### config.mk
export PLATFORM = sky130hd
export DESIGN_NAME = cabac_mvd_top_ctrl
export DESIGN_NICKNAME = d
export VERILOG_FILES = /design/src/rtl/cabac_mvd_pkg.sv /design/src/rtl/cabac_mvd_wb_reg.sv /design/src/rtl/cabac_mvd_top_ctrl.sv
export SDC_FILE = /design/constraint.sdc
export NUM_CORES = 1
export LEC_CHECK = 0
export ABC_AREA = 1
export CAP_MARGIN = 10
export CORE_MARGIN = 3
export CORE_UTILIZATION = 45
export CTS_BUF_LIST = sky130_fd_sc_hd__clkbuf_16
export DETAILED_ROUTE_END_ITERATION = 8
export PLACE_DENSITY = 0.81
export REMOVE_ABC_BUFFERS = 1
export SLEW_MARGIN = 20
export SYNTH_ARGS = -nofsm -noshare
export SYNTH_HDL_FRONTEND = slang
export SYNTH_HIERARCHICAL = 1
export SYNTH_SLANG_ARGS = --single-unit
### constraint.sdc
create_clock -name clk -period 1.6 [get_ports clk]
set_clock_uncertainty 0.1 [all_clocks]
set_input_delay 0.16 -clock clk [delete_from_list [all_inputs] [get_ports clk]]
set_output_delay 0.16 -clock clk [all_outputs]
set_load 0.03 [all_outputs]
### src/rtl/cabac_mvd_pkg.sv
// ============================================================================
// Module : cabac_mvd_pkg
// Brief  : Shared widths and FSM encoding for the CABAC top-row MVD buffer.
// Rev    : 1.0  initial release
// ============================================================================
`default_nettype none

package cabac_mvd_pkg;

    localparam int CABAC_FMV_WIDTH     = 8;
    localparam int CABAC_MEM_TOP_DEPTH = 8;
    localparam int CABAC_ADDR_W        = CABAC_MEM_TOP_DEPTH;
    localparam int CABAC_DATA_W        = 2 * (CABAC_FMV_WIDTH + 1);
    localparam int CABAC_MB_X_TOTAL    = 120;

    typedef enum logic [1:0] {
        IDLE = 2'd0,
        RD   = 2'd1,
        CAP  = 2'd2,
        HOLD = 2'd3
    } mvd_state_t;

endpackage

`default_nettype wire

### src/rtl/cabac_mvd_wb_reg.sv
// ============================================================================
// Module : cabac_mvd_wb_reg
// Brief  : Write-back register stage with same-address read bypass capture.
// Rev    : 1.0  initial release
// ============================================================================
`default_nettype none

module cabac_mvd_wb_reg
    import cabac_mvd_pkg::*;
#(
    parameter int ADDR_W = CABAC_ADDR_W,
    parameter int DATA_W = CABAC_DATA_W
) (
    input  logic              clk,
    input  logic              rst_n,
    input  logic              wb_en_i,
    input  logic [DATA_W-1:0] wb_data_i,
    input  logic [ADDR_W-1:0] wb_addr_i,
    input  logic              wb_addr_ok_i,
    input  logic              rd_en_i,
    input  logic [ADDR_W-1:0] rd_addr_i,
    output logic              w_en_o,
    output logic [ADDR_W-1:0] w_addr_o,
    output logic [DATA_W-1:0] w_data_o,
    output logic              fwd_vld_o,
    output logic [DATA_W-1:0] fwd_data_o
);

    logic              r_w_en;
    logic [ADDR_W-1:0] r_w_addr;
    logic [DATA_W-1:0] r_w_data;
    logic              r_fwd_vld;
    logic [DATA_W-1:0] r_fwd_data;

    always_ff @(posedge clk or negedge rst_n) begin
        if (!rst_n) begin
            r_w_en     <= 1'b0;
            r_w_addr   <= '0;
            r_w_data   <= '0;
            r_fwd_vld  <= 1'b0;
            r_fwd_data <= '0;
        end else begin
            r_w_en <= wb_en_i && wb_addr_ok_i;
            if (wb_en_i && wb_addr_ok_i) begin
                r_w_addr <= wb_addr_i;
                r_w_data <= wb_data_i;
            end
            // RF read result is undefined when it collides with the write
            r_fwd_vld <= rd_en_i && r_w_en && (r_w_addr == rd_addr_i);
            if (rd_en_i) begin
                r_fwd_data <= r_w_data;
            end
        end
    end

    assign w_en_o     = r_w_en;
    assign w_addr_o   = r_w_addr;
    assign w_data_o   = r_w_data;
    assign fwd_vld_o  = r_fwd_vld;
    assign fwd_data_o = r_fwd_data;

endmodule

`default_nettype wire

### src/rtl/cabac_mvd_top_ctrl.sv
// ============================================================================
// Module : cabac_mvd_top_ctrl
// Brief  : Top-row MVD line-buffer sequencer: neighbour fetch and write-back.
// Rev    : 1.0  initial release
// ============================================================================
`default_nettype none

module cabac_mvd_top_ctrl
    import cabac_mvd_pkg::*;
#(
    parameter int ADDR_W     = CABAC_ADDR_W,
    parameter int DATA_W     = CABAC_DATA_W,
    parameter int MB_X_TOTAL = CABAC_MB_X_TOTAL
) (
    input  logic              clk,
    input  logic              rst_n,
    input  logic              mb_start_i,
    input  logic [ADDR_W-1:0] mb_x_i,
    input  logic [7:0]        mb_y_i,
    output logic              top_vld_o,
    output logic [DATA_W-1:0] top_mvd_o,
    output logic              busy_o,
    input  logic              wb_en_i,
    input  logic [DATA_W-1:0] wb_data_i,
    output logic              err_o,
    output logic              r_en_o,
    output logic [ADDR_W-1:0] r_addr_o,
    input  logic [DATA_W-1:0] r_data_i,
    output logic              w_en_o,
    output logic [ADDR_W-1:0] w_addr_o,
    output logic [DATA_W-1:0] w_data_o
);

    localparam logic [ADDR_W-1:0] c_x_total = ADDR_W'(MB_X_TOTAL);

    mvd_state_t        r_state;
    mvd_state_t        w_state_nxt;
    logic [ADDR_W-1:0] r_x;
    logic              r_vld;
    logic [DATA_W-1:0] r_mvd;
    logic              r_err;
    logic              w_busy;
    logic              w_rd;
    logic              w_accept;
    logic              w_x_oob;
    logic              w_x_q_ok;
    logic              w_fwd_vld;
    logic [DATA_W-1:0] w_fwd_data;

    assign w_accept = (r_state == IDLE) || (r_state == HOLD);
    assign w_x_oob  = (mb_x_i >= c_x_total);
    assign w_x_q_ok = (r_x < c_x_total);

    always_comb begin
        w_state_nxt = r_state;
        w_busy      = 1'b0;
        w_rd        = 1'b0;
        case (r_state)
            IDLE, HOLD: begin
                if (mb_start_i) begin
                    w_state_nxt = (w_x_oob || (mb_y_i == 8'd0)) ? HOLD : RD;
                end
            end
            RD: begin
                w_rd        = 1'b1;
                w_busy      = 1'b1;
                w_state_nxt = CAP;
            end
            CAP: begin
                w_busy      = 1'b1;
                w_state_nxt = HOLD;
            end
            default: w_state_nxt = IDLE;
        endcase
    end

    always_ff @(posedge clk or negedge rst_n) begin
        if (!rst_n) begin
            r_state <= IDLE;
            r_x     <= '0;
            r_vld   <= 1'b0;
            r_mvd   <= '0;
            r_err   <= 1'b0;
        end else begin
            r_state <= w_state_nxt;
            if (mb_start_i) begin
                if (w_accept) begin
                    r_x   <= mb_x_i;
                    r_vld <= 1'b0;
                    // Unavailable neighbours resolve immediately to a zero MVD
                    if (w_x_oob) begin
                        r_err <= 1'b1;
                        r_mvd <= '0;
                        r_vld <= 1'b1;
                    end else if (mb_y_i == 8'd0) begin
                        r_mvd <= '0;
                        r_vld <= 1'b1;
                    end
                end else begin
                    r_err <= 1'b1;
                end
            end
            if (r_state == CAP) begin
                r_mvd <= w_fwd_vld ? w_fwd_data : r_data_i;
                r_vld <= 1'b1;
            end
        end
    end

    cabac_mvd_wb_reg #(
        .ADDR_W (ADDR_W),
        .DATA_W (DATA_W)
    ) u_wb_reg (
        .clk          (clk),
        .rst_n        (rst_n),
        .wb_en_i      (wb_en_i),
        .wb_data_i    (wb_data_i),
        .wb_addr_i    (r_x),
        .wb_addr_ok_i (w_x_q_ok),
        .rd_en_i      (w_rd),
        .rd_addr_i    (r_x),
        .w_en_o       (w_en_o),
        .w_addr_o     (w_addr_o),
        .w_data_o     (w_data_o),
        .fwd_vld_o    (w_fwd_vld),
        .fwd_data_o   (w_fwd_data)
    );

    assign top_vld_o = r_vld;
    assign top_mvd_o = r_mvd;
    assign err_o     = r_err;
    assign busy_o    = w_busy;
    assign r_en_o    = w_rd;
    assign r_addr_o  = r_x;

endmodule

`default_nettype wire
==> out/metrics.cfg, run 1 <==
[status]
status=finished clean

[power]
seqPwrFrac_pct=33.4
power_switching_mw=4.151
power.density_nw_per_um2=2006
p_clk_share_pct=21.9
leakagePower_nw=2.766
pwr-share-comb_pct=44.7
p_sw_share_pct=40.67
intPower_mw=6.055
peakVddDrop_v=0.001301

[cts]
cts_made_buffers=9
htreeDepth=3
clk_latency_ns=0.32
tritoncts=done
path_clk_slew_ns=0.06
cts_sinks=76
clk_path_buf_depth=2
cts_root_buf=clkbuf_16

[route]
drc=0
via_per_inst=4.879
drtAntennaViolNets=0
wl_per_cell_um=14.67
dr.pass1.iters=4
drt-total-wl_um=9181
drtIter0Drc=154
num_vias=3054

[place]
io_buffers=112
dp_slack_ns=-0.04905
place.gp.congestion=0.8158
place_hpwl_um=6342

[min_path]
hp-class=input port to flop

[timing]
rsz0062_at_grt=yes
hold_viol=0
period_minus_slack_ns=1.592
post-route-period-util_pct=99.50
setup_tns_ns=0
setup_viol=0
relSlewSlack_pct=73.25
clock.fmax_mhz=628.2
slew_viol_final=0
worst_pin_slew_ns=0.4013
finalWorstSetupSlack_ns=0.008068

[global_route]
grt_pass1_wl_um=14610
grt-ovfl-total=0
grt_pass1_vias=3090
grt_use_total_pct=21.41
antenna_found_initial=0
grt_max_degree=77

[yosys]
syn_area_um2=3493
ys_seq_area_share_pct=54.44
yosysWarnings=6
ys_ff_latch=76
synth_cells=396
synthDistinctLibCells=26
postSynthAreaPerCell_um2=8.822

[die]
die_y_um=94.11
die_area_um2=8856
die_x_um=94.11
fp.coreArea_um2=7408
ioPinCount=113
row_count=31
start_util_pct=47.15

[flow_run]
cap_violations=0

[finish]
areaGrowthSynthToFinish_pct=45.67
nets=581
diodes=0
final_layout_size_suffix_gt1_share_pct=11.76

[worst_setup_path]
required_ns=1.34
crit_path_start_kind=flop
path_max_fanout=13
rrSetupSlack_ns=0.11
critPathKind=flop to output port
endpoint_kind=output port
cp.arrival_ns=1.33

[critical path, stage by stage (launching register included)]
cell and delay [ns]:
dfrtp_1 0.39, buf_4 0.15, ha_4 0.18, buf_12 0.16
buf_6 0.14
[area by class of cell]
cell class	instances	area [um^2]
clock buffers	9	225.2
clock inverters	7	107.6
fillers	616	2320
inverters	28	108.9
multi-input cells	276	1370
flip-flops and latches	76	1902
well taps	99	123.9
repair buffers	131	1251
[state kept, by name, summed over array words and instances, names as in the netlist, 2 cells and up]
signal and cells:
u_wb_reg/fwd_data_o 18, top_mvd_o 18, r_addr_o 8, r_state 2, u_wb_reg/w_data_o 18, u_wb_reg/w_addr_o 8
[metal layers]
metal  share of wire (%)  GRT usage, %  vias up
met5                   0             0        -
met4                 2.3         7.100        0
met3                 7.1         6.010       17
met2                  50         37.43      128
met1                  41         25.22     1423
li1                    -             -     1486
[path summary, 6_finish.rpt]
kind / from / to / cells after the start
min in group asynchronous: rst_n / u_wb_reg/w_data_o[6]$_DFFE_PN0P_ / 3
worst max register to register: r_state[1]$_DFFE_PN0P_ / r_addr_o[2]$_DFFE_PN0P_ / 6
max in group asynchronous: rst_n / u_wb_reg/w_data_o[10]$_DFFE_PN0P_ / 3
worst min register to register: top_mvd_o[3]$_DFFE_PN0P_ / top_mvd_o[3]$_DFFE_PN0P_ / 2
worst min-delay path: mb_x_i[0] / r_addr_o[0]$_DFFE_PN0P_ / 3
worst max-delay path: r_state[0]$_DFFE_PN0P_ / r_en_o / 4
[power groups by stage]
stage	Clock (mW)	Combinational, mW	Sequential, mW
after CTS	2.26	4.54	3.41
after global placement	0	4.78	3.41
after detailed placement	0	4.90	3.44
after floorplan	0	1.67	4.48
after global routing	2.35	4.94	3.52
final	2.23	4.56	3.41
[what timing repair did]
action,4_1_cts,5_1_grt
hold buffers,1,0
endpoints found under the hold margin,76,0
buffers inserted,1,2
cloned,0,0
endpoints found under the setup margin,59,6
resized for setup,54,6
[cells by family (layout without fill, tap and decap cells)]
kind of cell             count (synthesis)  in the layout  share of synthesized area [%]
XOR/XNOR                                 3              3                         0.7523
buffers and inverters                   44            175                          6.697
AND/OR/NAND/NOR                        223            223                          25.50
AO/OA/AOI/OAI                           29             29                          4.656
multiplexers                            18             18                          6.877
flip-flops                              76             76                          54.44
adder cells (fa/ha/maj)                  3              3                          1.075
[cell usage after synthesis]
master	number	area (um^2)
xnor2_1	3	26.28
nand3_1	21	105.1
buf_2	3	15.01
nand3_4	1	17.52
dfrtp_1	76	1902
ha_1	3	37.54
a21oi_1	1	5.000
clkbuf_1	4	15.01
o21bai_1	1	7.510
buf_4	3	22.52
nor3_1	1	5.000
a41oi_1	1	8.760
buf_6	5	56.30
buf_12	1	20.02
a21oi_4	1	16.27
o21ai_0	25	125.1
mux2_4	10	150.1
mux2_2	8	90.09
nor2_1	45	168.9
nand2_4	1	11.26
nand2_2	1	6.260
nand2_1	152	570.6
clkinv_1	2	7.510
inv_1	25	93.84
nor2_2	1	6.260
inv_2	1	3.750
[stage by stage]
stage	area (um^2)	total power, mW	util, %	hold WS, ns	cells
global placement	4765	8.192	64.31	0.1068	606
global route	5089	10.81	68.69	0.2715	626
floorplan	3364	6.150	-	-0.2356	380
detailed placement	4765	8.337	64.31	0.09773	606
finish	5089	10.21	68.69	0.2692	626
CTS	5051	10.22	68.18	0.2667	624
[layout by cell type, fill, tap and decap left out, drive strengths merged]
master,instances
a41oi,1
clkbuf,9
clkdlybuf4s50,54
nand3,22
dlygate4sd3,1
nand2,154
buf,21
clkinv,3
o21bai,1
dlymetal6s2s,2
dlygate4sd2,53
mux2,18
xnor2,3
clkinvlp,1
dfrtp,76
inv,28
nor2,46
a21oi,2
bufinv,3
o21ai,25
ha,3
nor3,1
(Power assumes the default switching activity.)
==> inputs of run 2 (changes only) <==
--- a/config.mk
+++ b/config.mk
@@ -5,13 +5,11 @@
 export SDC_FILE = /design/constraint.sdc
 export NUM_CORES = 1
 export LEC_CHECK = 0
-export ABC_AREA = 1
-export CAP_MARGIN = 10
 export CORE_MARGIN = 3
 export CORE_UTILIZATION = 45
 export CTS_BUF_LIST = sky130_fd_sc_hd__clkbuf_16
 export DETAILED_ROUTE_END_ITERATION = 8
-export PLACE_DENSITY = 0.81
+export PLACE_DENSITY = 0.82
 export REMOVE_ABC_BUFFERS = 1
 export SLEW_MARGIN = 20
 export SYNTH_ARGS = -nofsm -noshare
==> run 2 against run 1 <==
Effect of this change:
- final area rose by 0.86%
- global-route usage fell by 1.9 points
- count of clock-buffer cells in the layout did not move
- highest routed layer unchanged
==> out/metrics.cfg, run 2 <==
[yosys]
ys_ff_latch=76  ; unchanged
yosys-top-cells-area=dfrtp_1 56%, mux2_2 11%, mux2_4 8.4%  ; was dfrtp_1 54%, nand2_1 16%, nor2_1 4.8%
synth_edf_count=0  ; unchanged
synthDistinctLibCells=31  ; was 26
synth_xor_xnor_area_share_pct=2.075  ; was 0.7521%
synth_top_cell_area_share_pct=56.32  ; was 54.44%
async_flop_share_pct=100.0  ; unchanged
ys_seq_area_share_pct=56.32  ; was 54.44%
postSynthAreaPerCell_um2=14.49  ; was 8.822 um^2
synthFlopType=dfrtp_1  ; unchanged
synth_top_family_by_area=multiplexers  ; was simple AND/OR/NAND/NOR gates
synth_common_cells=76 x dfrtp_1, 33 x mux2_2, 19 x mux2_4, 19 x nor2_1, 18 x mux2i_1  ; was 152 x nand2_1, 76 x dfrtp_1, 45 x nor2_1
synthAdderAreaFrac_pct=1.112  ; was 1.074%
syn_area_um2=3377  ; was 3493 um^2
synth_cells=233  ; was 396
synth.area.mux_share_pct=24.79  ; was 6.877%
yosysMostFrequentCell=dfrtp_1  ; was nand2_1
yosysTopAreaCell=dfrtp_1  ; unchanged
yosys.area_share.simple_pct=4.594  ; was 25.50%
synth_compound_area_share_pct=7.114  ; was 4.656%
yosysWarnings=6  ; unchanged

[global_route]
met1_usage_pct=24.60  ; was 25.22%
grt.met2_usage_pct=32.75  ; was 37.43%
grt_max_degree=35  ; was 77
grt.met3_usage_pct=4.793  ; was 6.010%
antenna_found_initial=0  ; unchanged
grt_pass1_wl_um=13080  ; was 14610 um
grt_pass1_vias=2607  ; was 3090
grt-ovfl-total=0  ; unchanged
grt_use_total_pct=19.51  ; was 21.41%
globalRoute.busiestLayer=met2  ; unchanged

[route]
drt-total-wl_um=8255  ; was 9181 um
wl_per_cell_um=17.38  ; was 14.67 um
via_per_inst=5.187  ; was 4.879
dr.pass1.iters=4  ; unchanged
drtAntennaViolNets=0  ; unchanged
num_vias=2464  ; was 3054
drc=0  ; unchanged
drtIter0Drc=50  ; was 154

[timing]
worst_pin_slew_ns=0.4060  ; was 0.4013 ns
setup_viol=0  ; unchanged
period_minus_slack_ns=1.573  ; was 1.592 ns
hold_viol=0  ; unchanged
clock.fmax_mhz=635.9  ; was 628.2 MHz
relSlewSlack_pct=72.94  ; was 73.25%
post-route-period-util_pct=98.29  ; was 99.50%
slew_viol_final=0  ; unchanged

[die]
die_y_um=92.63  ; was 94.11 um
fp.coreArea_um2=7019  ; was 7408 um^2
die_x_um=92.63  ; was 94.11 um
ioPinCount=113  ; unchanged
start_util_pct=48.11  ; was 47.15%
row_count=30  ; was 31
die_area_um2=8580  ; was 8856 um^2

[min_path]
hp-class=input port to async pin  ; was input port to flop

[power]
p_sw_share_pct=39.19  ; was 40.67%
intPower_mw=6.773  ; was 6.055 mW
power.density_nw_per_um2=2170  ; was 2006 nW/um^2
peakVddDrop_v=0.001664  ; was 0.001301 V
p_clk_share_pct=17.5  ; was 21.9%
seqPwrFrac_pct=31.3  ; was 33.4%
power_mw=11.14  ; was 10.21 mW
pwr-share-comb_pct=51.3  ; was 44.7%
power_switching_mw=4.365  ; was 4.151 mW
leakagePower_nw=2.322  ; was 2.766 nW

[finish]
nets=433  ; was 581
seq_area_um2=1903  ; was 1902 um^2
multiInputGateArea_um2=1400  ; was 1370 um^2
most-common-layout-cells=75 x dfrtp_1, 55 x dlygate4sd2_1, 54 x clkdlybuf4s50_1, 33 x mux2_2, 22 x buf_4  ; was 152 x nand2_1, 76 x dfrtp_1, 54 x clkdlybuf4s50_1, 53 x dlygate4sd2_1, 45 x nor2_1
final_cells=475  ; was 626
areaGrowthSynthToFinish_pct=51.98  ; was 45.67%
final_layout_size_suffix_gt1_share_pct=30.61  ; was 11.76%
fillers=488  ; was 616
final_common_cell=dfrtp_1  ; was nand2_1
diodes=0  ; unchanged

[cts]
cts_sinks=76  ; unchanged
htreeDepth=3  ; unchanged
clk_path_buf_depth=2  ; unchanged
cts_root_buf=clkbuf_16  ; unchanged
path_clk_slew_ns=0.06  ; about the same
clk_latency_ns=0.32  ; about the same
cts_made_buffers=9  ; unchanged
tritoncts=done  ; unchanged

[status]
status=finished clean  ; unchanged

[place]
dp_cells=449  ; was 606
place_hpwl_um=5802  ; was 6342 um
place.gp.congestion=0.7177  ; was 0.8158
io_buffers=112  ; unchanged

[worst_setup_path]
critPathTopFamily=flip-flops  ; was buffers and inverters
cpMaxStageDelayCell=dfrtp_2  ; was dfrtp_1
crit_top_cell=buf_6
cp.arrival_ns=1.31  ; was 1.33 ns
endpoint_kind=output port  ; unchanged
critical_path.max_stage_delay_ns=0.41  ; was 0.39 ns
path_max_fanout=6  ; was 13
crit_path_start_kind=flop  ; unchanged
critPathKind=flop to output port  ; unchanged
required_ns=1.34  ; about the same
crit_chain=buf_6, ha_4, buf_12, buf_6  ; was buf_4, ha_4, buf_12, buf_6
crit_buf_inv=3  ; unchanged

[flow_run]
cap_violations=0  ; unchanged

[run 2: changes by cell type after synthesis, sizes merged, moves of 2 or more]
| cell | delta |
|---|---|
| a21oi | -2 |
| a221oi | +18 |
| clkbuf | -3 |
| clkinv | -2 |
| inv | -21 |
| mux2 | +34 |
| mux2i | +18 |
| nand2 | -151 |
| nand3 | -20 |
| nor2 | -27 |
| nor4 | +2 |
| o21ai | -23 |
| xnor2 | +5 |
[run 2: power by group through the flow]
| stage | Sequential (mW) | Clock (mW) | Combinational (mW) |
|---|---|---|---|
| 2_1_floorplan | 4.73 | 0 | 2.11 |
| 3_3_place_gp | 3.47 | 0 | 5.67 |
| 3_5_place_dp | 3.52 | 0 | 5.78 |
| 4_1_cts | 3.49 | 1.99 | 5.42 |
| 5_1_grt | 3.61 | 2.06 | 6.09 |
| 6_report | 3.48 | 1.95 | 5.71 |
[run 2: cell families after synthesis]
group                      Yosys count
AOI/OAI and AO/OA                   27
muxes                               70
DFF                                 76
buffers and inverters               18
xor gates and xnor gates             8
adders and majority gates            3
and+or+nand+nor                     31
[run 2: routing by layer]
layer / share of wire (%) / vias up
met5: 0 / -
met4: 0.93 / 0
li1: - / 1137
met2: 50 / 89
met1: 42 / 1230
met3: 6.4 / 8
[run 2: final timing paths]
check | from | cells past startpoint | slack (ns) | endpoint
min | rst_n | 2 | 0.22 | u_wb_reg/w_data_o[17]$_DFFE_PN0P_
min in group clk | wb_data_i[16] | 2 | 0.35 | u_wb_reg/w_data_o[16]$_DFFE_PN0P_
max | r_state[0]$_DFFE_PN0P_ | 4 | 0.03 | r_en_o
max in group asynchronous | rst_n | 3 | 0.65 | u_wb_reg/w_addr_o[6]$_DFFE_PN0P_
max reg2reg | r_state[1]$_DFFE_PN0P_ | 6 | 0.06 | top_mvd_o[2]$_DFFE_PN0P_
min reg2reg | err_o$_DFFE_PN0P_ | 1 | 0.37 | err_o$_DFFE_PN0P_
[run 2: per-stage QoR]
| stage | util (%) | TNS, ns | hold slack [ns] | cell area [um^2] | setup slack, ns |
|---|---|---|---|---|---|
| 6_report | 73.12 | 0 | 0.2158 | 5132 | 0.02744 |
| 5_1_grt | 73.12 | -0.008109 | 0.2380 | 5132 | -0.006576 |
| 4_1_cts | 71.12 | -0.3474 | 0.2106 | 4992 | -0.1177 |
| 3_5_place_dp | 67.38 | -1.948 | 0.01643 | 4730 | -0.1337 |
| 3_3_place_gp | 67.38 | -1.161 | 0.01201 | 4730 | -0.06961 |
| 2_1_floorplan | - | -31.40 | -0.2356 | 3261 | -1.256 |
[run 2: cell type report]
class                   instances  area share [%]
flip-flops and latches         76           37.08
clock buffers                   9           4.388
inverters                       5          0.3657
well taps                      96           2.340
multi-input cells             139           27.28
repair buffers                143           27.21
clock inverters                 7           1.341
[run 2: repair_timing]
action	CTS	global route
buffers inserted	2	6
cloned	0	1
hold endpoints to repair	34	0
endpoints found under the setup margin	91	28
resized for setup	60	14
hold buffers	1	0
